[config.mk]
export PLATFORM = sky130hd
export DESIGN_NAME = router_pkt_tx
export DESIGN_NICKNAME = d
export VERILOG_FILES = /design/src/rtl/router_pkt_tx.sv
export SDC_FILE = /design/constraint.sdc
export NUM_CORES = 1
export LEC_CHECK = 0
export ABC_AREA = 0
export CORE_MARGIN = 5
export CORE_UTILIZATION = 41
export DETAILED_ROUTE_END_ITERATION = 6
export GPL_ROUTABILITY_DRIVEN = 0
export MAX_ROUTING_LAYER = met4
export PLACE_DENSITY_LB_ADDON = 0.15
export SETUP_SLACK_MARGIN = 0.4
export SKIP_LAST_GASP = 1
export SLEW_MARGIN = 10
export SYNTH_ARGS = -nofsm -noshare
export SYNTH_HDL_FRONTEND = slang
export SYNTH_SLANG_ARGS = --single-unit
[constraint.sdc]
create_clock -name clock -period 2.8 [get_ports clock]
set_input_delay 0.56 -clock clock [delete_from_list [all_inputs] [get_ports clock]]
set_output_delay 0.56 -clock clock [all_outputs]
set_load 0.01 [all_outputs]
[src/rtl/router_pkt_tx.sv]
// router_pkt_tx: packet transmitter for the 1x3 router input port.
//
// Accepts a destination/length command, then buffers the whole payload
// (up to 63 bytes). It then drives the router protocol: a header byte
// {len, addr}, the payload bytes, and an even-XOR parity byte. Each
// driven byte is held while busy=1 and consumed at an edge with busy=0.
//
// Ports:
//   clock, resetn        clock; synchronous active-high reset (asserted = 1)
//   cmd_valid/cmd_ready  command handshake; cmd_addr (0..2), cmd_len (0..63)
//   pl_valid/pl_ready    payload byte handshake; pl_data
//   busy                 router backpressure
//   pkt_valid, data_out  registered byte stream to the router
//   pkt_done             one-cycle pulse after the parity byte is consumed
//   cmd_err              one-cycle pulse when an addr=3 command is dropped
//   err_inject           only with ROUTER_PKT_TX_PARITY_CORRUPT_EN: sampled at
//                        the command handshake; 1 flips bit 0 of the parity byte
//
// Parameter GAP_CYCLES: idle cycles after parity before accepting a command.
module router_pkt_tx #(
  parameter int unsigned GAP_CYCLES = 1
) (
  input  logic       clock,
  input  logic       resetn,
  input  logic       cmd_valid,
  output logic       cmd_ready,
  input  logic [1:0] cmd_addr,
  input  logic [5:0] cmd_len,
  input  logic       pl_valid,
  output logic       pl_ready,
  input  logic [7:0] pl_data,
  input  logic       busy,
  output logic       pkt_valid,
  output logic [7:0] data_out,
  output logic       pkt_done,
  output logic       cmd_err
`ifdef ROUTER_PKT_TX_PARITY_CORRUPT_EN
  ,
  input  logic       err_inject
`endif
);

  typedef enum logic [2:0] {
    StIdle, StLoad, StHeader, StPayload, StParity, StGap
  } state_e;

  state_e      state_q;
  logic [1:0]  addr_q;
  logic [5:0]  len_q;
  logic [5:0]  wr_q;
  logic [5:0]  rd_q;
  logic [7:0]  parity_q;
  logic        corrupt_q;
  int unsigned gap_q;
  logic [7:0]  mem [64];

  logic       inj;
  logic       cmd_hs;
  logic       pl_hs;
  logic [7:0] hdr;
  logic [7:0] flip;

`ifdef ROUTER_PKT_TX_PARITY_CORRUPT_EN
  assign inj = err_inject;
`else
  assign inj = 1'b0;
`endif

  // Readies are decoded from state so they drop as soon as reset is asserted.
  assign cmd_ready = ~resetn & (state_q == StIdle);
  assign pl_ready  = ~resetn & (state_q == StLoad) & (wr_q != len_q);
  assign cmd_hs    = cmd_valid & cmd_ready;
  assign pl_hs     = pl_valid & pl_ready;
  assign hdr       = {len_q, addr_q};
  assign flip      = {7'b0, corrupt_q};

  // Payload storage; contents are don't-care after reset.
  always_ff @(posedge clock) begin
    if (pl_hs) begin
      mem[wr_q] <= pl_data;
    end
  end

  always_ff @(posedge clock) begin
    if (resetn) begin
      state_q   <= StIdle;
      pkt_valid <= 1'b0;
      data_out  <= 8'h00;
      pkt_done  <= 1'b0;
      cmd_err   <= 1'b0;
      addr_q    <= 2'd0;
      len_q     <= 6'd0;
      wr_q      <= 6'd0;
      rd_q      <= 6'd0;
      parity_q  <= 8'h00;
      corrupt_q <= 1'b0;
      gap_q     <= 0;
    end else begin
      pkt_done <= 1'b0;
      cmd_err  <= 1'b0;
      unique case (state_q)
        StIdle: begin
          if (cmd_hs) begin
            addr_q    <= cmd_addr;
            len_q     <= cmd_len;
            wr_q      <= 6'd0;
            rd_q      <= 6'd0;
            corrupt_q <= inj;
            if (cmd_addr == 2'd3) begin
              cmd_err <= 1'b1;
            end else begin
              state_q <= StLoad;
            end
          end
        end
        StLoad: begin
          // wr_q == len_q here only for a zero-length packet.
          if (wr_q == len_q) begin
            state_q   <= StHeader;
            pkt_valid <= 1'b1;
            data_out  <= hdr;
            parity_q  <= hdr;
          end else if (pl_hs) begin
            wr_q <= wr_q + 6'd1;
            if (wr_q + 6'd1 == len_q) begin
              state_q   <= StHeader;
              pkt_valid <= 1'b1;
              data_out  <= hdr;
              parity_q  <= hdr;
            end
          end
        end
        StHeader: begin
          if (!busy) begin
            if (len_q != 6'd0) begin
              state_q  <= StPayload;
              data_out <= mem[6'd0];
            end else begin
              state_q   <= StParity;
              pkt_valid <= 1'b0;
              data_out  <= parity_q ^ flip;
            end
          end
        end
        StPayload: begin
          if (!busy) begin
            parity_q <= parity_q ^ data_out;
            rd_q     <= rd_q + 6'd1;
            if (rd_q == len_q - 6'd1) begin
              state_q   <= StParity;
              pkt_valid <= 1'b0;
              data_out  <= parity_q ^ data_out ^ flip;
            end else begin
              data_out <= mem[rd_q + 6'd1];
            end
          end
        end
        StParity: begin
          if (!busy) begin
            pkt_done <= 1'b1;
            data_out <= 8'h00;
            gap_q    <= 0;
            state_q  <= (GAP_CYCLES == 0) ? StIdle : StGap;
          end
        end
        StGap: begin
          if (gap_q + 1 >= GAP_CYCLES) begin
            state_q <= StIdle;
          end else begin
            gap_q <= gap_q + 1;
          end
        end
        default: state_q <= StIdle;
      endcase
    end
  end

endmodule

# After elaboration in Yosys (flattened, before gate mapping)
# Memories as Yosys holds them, arrays and structs flattened.
# Index checks and enable logic that the tools add are counted.
dict set report op_classes {
  n_addsub 4
  n_lt_le_gt_ge 1
  bitwise 10
  eq_ne 23
  muxes 44
  reduce_logical 18
}
# operator count
set ops {}
lappend ops {{$mux 8} 9}
lappend ops {{$mux 32} 2}
lappend ops {{$pmux 32 s2} 1}
lappend ops {{$mux 3} 11}
lappend ops {{$add 32x1->32 const B} 1}
lappend ops {{$ge 32x1->1 const B} 1}
lappend ops {{$pmux 8 s4} 1}
lappend ops {{$mux 6} 4}
lappend ops {{$pmux 6 s2} 2}
lappend ops {{$ne 2x2->1 const B} 11}
lappend ops {{$eq 6x6->1} 3}
lappend ops {{$pmux 3 s6} 1}
lappend ops {{$pmux 8 s2} 1}
lappend ops {{$add 6x1->6 const B} 2}
lappend ops {{$mux 1} 11}
lappend ops {{$reduce_and 9->1} 1}
lappend ops {{$reduce_and 4->1} 2}
lappend ops {{$reduce_bool 2->1} 4}
lappend ops {{$xor 8x8->8} 1}
lappend ops {{$reduce_and 7->1} 1}
lappend ops {{$eq 3x2->1 const B} 2}
lappend ops {{$eq 3x3->1 const B} 2}
lappend ops {{$ne 6x6->1} 1}
lappend ops {{$reduce_and 3->1} 2}
lappend ops {{other kinds (16)} 23}
dict set report word_totals {
  out_inout_bits 13
  memories 1
  ff_bits 74
  ram_bits 512
  wordCells 112
}
# name depth width read_ports rd_clocked_by_memory_dff write_ports line_no
set memory_table {}
lappend memory_table {mem 64 8 2 0 1 55} ;# logic [7:0] mem [64];

# Logic depth before layout (Yosys ltp)
dict set report depth {
  depth_word 7
  ltp_mapped 12
  mapped_depth_nobuf 10
}

# Worst setup path before layout
# OpenSTA, ideal clock, no wires.
dict set report synth_path {
  path_kind {register to register}
  startpoint {register rd_q[1]}
  endpoint {register data_out[2]}
  setup_time_ps 117
  required_time_ps 2683
  slack_ps 98
  arrival_ps 2584
  n_path_buf 3
  path_stages_with_launch 12
  path_cell_list {dfxtp_1 -> ha_1 -> buf_2 -> buf_1 -> clkbuf_1 -> mux4_2 -> mux2i_1 -> a22oi_1 -> o21a_1 -> o21ai_0 -> o21ai_0 -> a32o_1}
}
dict set report synth_between {
  elab_chain_cells 5
  word_cells_on_any_way 6
  classes_between {add/sub: 1; eq/ne: 1; mux: 3; memory: 1}
}
# element line_no
set synth_lines {}
lappend synth_lines {{start, declared} 51} ;# logic [5:0] rd_q;
lappend synth_lines {{start signal, assigned} 148} ;# rd_q <= rd_q + 6'd1;
lappend synth_lines {{$add 6x1->6} 154} ;# data_out <= mem[rd_q + 6'd1];
lappend synth_lines {{$mem_v2 64x8} --}
lappend synth_lines {{$mux 8 *} 149} ;# if (rd_q == len_q - 6'd1) begin
lappend synth_lines {{$mux 8 *} 146} ;# if (!busy) begin
lappend synth_lines {{$pmux 8 s4 *} 101} ;# unique case (state_q)
lappend synth_lines {{end signal, assigned} 141} ;# data_out <= parity_q ^ flip;
lappend synth_lines {{end signal, assigned} 152} ;# data_out <= parity_q ^ data_out ^ flip;
lappend synth_lines {{end signal, assigned} 154}
lappend synth_lines {{end, declared} 34} ;# output logic [7:0] data_out,
# Every way passes the cells marked *; elsewhere a longest branch is shown, timed or not. The select of a mux whose other input is x is not followed.
# A chain may end at the register's enable or synchronous reset.

# Worst setup path after layout
dict set report layout_path {
  startpoint {register rd_q[0]}
  endpoint {register data_out[0]}
}
# Same word-level chain as after synthesis.

==> flow_summary.yaml <==
synth:
  synth.distinct_cells: 72
  syn-num-nets: 1455
  ys_seq_area_frac: 0.696
  synth_area_leader_cell: "edfxtp_1"
  synthesis.area_mm2: 0.0242
  yosys-top-cells-area: "edfxtp_1, mux4_2, dfxtp_1"
  async_flop_share: 0
  synth_top_area_frac: 0.635
  yosys_most_used_dff: "edfxtp_1"
  yosys_register_bits: 586
  yosysWarningCount: 0
  synth-edff-count: 512
  syn_area_per_cell_um2: 17.0
  syn_inst: 1428
run_status:
  outcome: "finished, final reports clean"
clocking:
  clk_pin_slew_ps: 60
  cts_buffers: 61
  cts_sinks: 586
  cts_tree: "built"
  cts_hold_buffers: 0
  clkLatencyLatePin_ps: 630
  htree_levels: 2
  clock-root-buffer: "clkbuf_16"
  cts.path.max_buffers: 3
pwr:
  p_leak_nw: 9.94
  pwr_density_cell_mw_per_mm2: 615
  ir_drop_v: 0.000475
drt:
  drc_errors: 0
  ant_nets: 0
  vias: 14000
  drt_iter0_markers: 1076
  vias_per_cell: 5.58
  drt_wl_total_um: 63300
  drt-pass1-iter-count: 5
  wl_per_cell_um: 25.2
finish:
  fillers: 4766
  area_growth_pct: 27.2
  layout_commonest_cell: "edfxtp_1"
  final_cell_mix: "edfxtp_1, mux4_2, buf_4, nor2_1, clkbuf_16"
  drive_above_1_share: 0.388
  finalNonFillerCells: 2507
  final_nets: 1710
worst_hold_path:
  hold_class: "primary input to register"
  hold_start: "resetn"
critical_path:
  worst_path_max_delay_cell: "dfxtp_4"
  cpLargestDelayFamily: "compound AO/OA/AOI/OAI gates"
  worstSetupPathType: "register to register"
  worstPathArrival_ps: 3180
  cpPeakStageDelay_ps: 370
  r2r_start: "rd_q[0]"
  path_max_fanout: 6
  worst_setup_path_start_kind: "register"
  end_kind: "register"
  crit_buf_inv: 5
  crit_path_cell_trace: "ha_4 > buf_12 > buf_12 > buf_16 > buf_8 > buf_4 > mux4_2 > mux2i_4 > a22oi_1 > o21a_1 > o21ai_1 > o21ai_1 > a32o_1"
  worst_ep_required_time_ps: 3320
  startpoint: "rd_q[0]"
timing:
  fin_tns_setup_ps: 0
  maxSlewViolCount: 0
  period_share: 0.949
  fin_crit_ps: 2660
  rsz0062_at_grt: "true"
  setup_viol: 0
  fmax_mhz: 376
  tightest_slew_ps: 793
  final_hold_viol_count: 0
  clock_skew_ps: 15.7
  layout_setup_ws_ps: 143
  slew-limit-headroom: 0.472
die:
  coreArea_mm2: 0.0588
  dieArea_mm2: 0.0641
  ios: 34
  chipHeight_um: 253
  std_cell_rows: 89
  start_util: 0.412
  die_x_um: 253
global_route:
  use_met3: 0.0250
  grt.met1_usage: 0.285
  met2_usage: 0.312
  first_global_vias: 14100
  grt_max_degree: 65
  grt_pass1_wl_um: 93500
  grt.busiest_layer: "met2"
  grt_use_total: 0.201
  antenna_found_initial: 1
  overflow: 0
placed_design:
  pre_cts_ws_ps: -88.4
  hpwl_um: 40100
  port_buffers: 33
  dp_cells: 2334
flow_run:
  maxCapViolations: 0
-- cell type report --
class                   count  area (um^2)  area share
flip-flops and latches    586        16900       0.548
multi-input cells         749         7890       0.256
repair buffers            273         3060      0.0993
clock buffers              71         1590      0.0515
well taps                 773          967      0.0314
clock inverters            42          362      0.0117
inverters                  12         45.0     0.00146
diodes                      1         2.50   0.0000812
-- sequential cells by signal (all words and copies together), names as in the netlist --
name,cells
pkt_done,1
mem,512
pkt_valid,1
data_out,8
addr_q,2
parity_q,8
gap_q,32
rd_q,6
cmd_err,1
len_q,6
state_q,3
wr_q,6
-- Yosys cell counts, types with 8 or more instances --
library cell  number
xor2_1            18
a32o_1            10
buf_1             13
a22oi_1           15
buf_2             21
o22ai_1           10
nand3b_1           8
xnor2_1           17
a21oi_1           33
and2_1            22
mux2_2            15
edfxtp_1         512
inv_1             12
o21ai_0           41
nand3_1           24
nand2_1           53
mux4_2           134
and2_4            10
o21a_1             8
nor3_1            30
mux2i_1           46
dfxtp_1           74
or3_1              9
nor3b_1           10
nor2_1           124
clkbuf_1          39
-- worst reg2reg max path, cell delays in order (launching register included) --
cell and delay, ps:
dfxtp_4 370, ha_4 280, buf_12 140, buf_12 130
buf_16 140, buf_8 130, buf_4 130, mux4_2 330
mux2i_4 200, a22oi_1 120, o21a_1 140, o21ai_1 140
o21ai_1 90, a32o_1 200
-- final timing paths --
path	to	slack (ps)	cells past startpoint
hold reg to reg	gap_q[30]	500	2
setup / recovery	data_out[0]	140	13
setup reg to reg	data_out[0]	140	13
hold / removal	state_q[1]	300	3
-- timing repair --
action	CTS	global route
endpoints found under the setup margin	566	566
resized for setup	168	178
cloned	8	1
buffers inserted	36	14
pin swaps	37	58
-- stage by stage --
step / hold slack (ps) / instance area (um^2) / utilization / power [mW]
floorplan: 448 / 24400 / - / 10.5
CTS: 252 / 30000 / 0.510 / 19.1
detailed placement: 493 / 26900 / 0.457 / 11.0
global route: 299 / 30800 / 0.524 / 19.6
finish: 298 / 30800 / 0.524 / 18.9
global placement: 488 / 26900 / 0.457 / 11.0
-- per-layer routing --
metal / routed length (um) / up-vias
li1: - / 6226
met2: 30400 / 376
met5: 0 / -
met4: 1660 / 0
met3: 2930 / 80
met1: 28300 / 7306
-- power breakdown --
part	total, mW	switching [mW]	internal (mW)
Sequential	9.66	0.110	9.55
Clock	7.87	3.38	4.50
Combinational	1.40	0.804	0.599
-- cells by family after synthesis --
group,Yosys count,synth area share
multiplexers,195,0.151
AO/OA/AOI/OAI,174,0.0495
buffers and inverters,93,0.0174
flip-flops,586,0.696
XOR/XNOR,35,0.0127
AND/OR/NAND/NOR,339,0.0712
adder cells (fa/ha/maj),6,0.00310
Note: power is estimated with default switching activity, not from simulation.
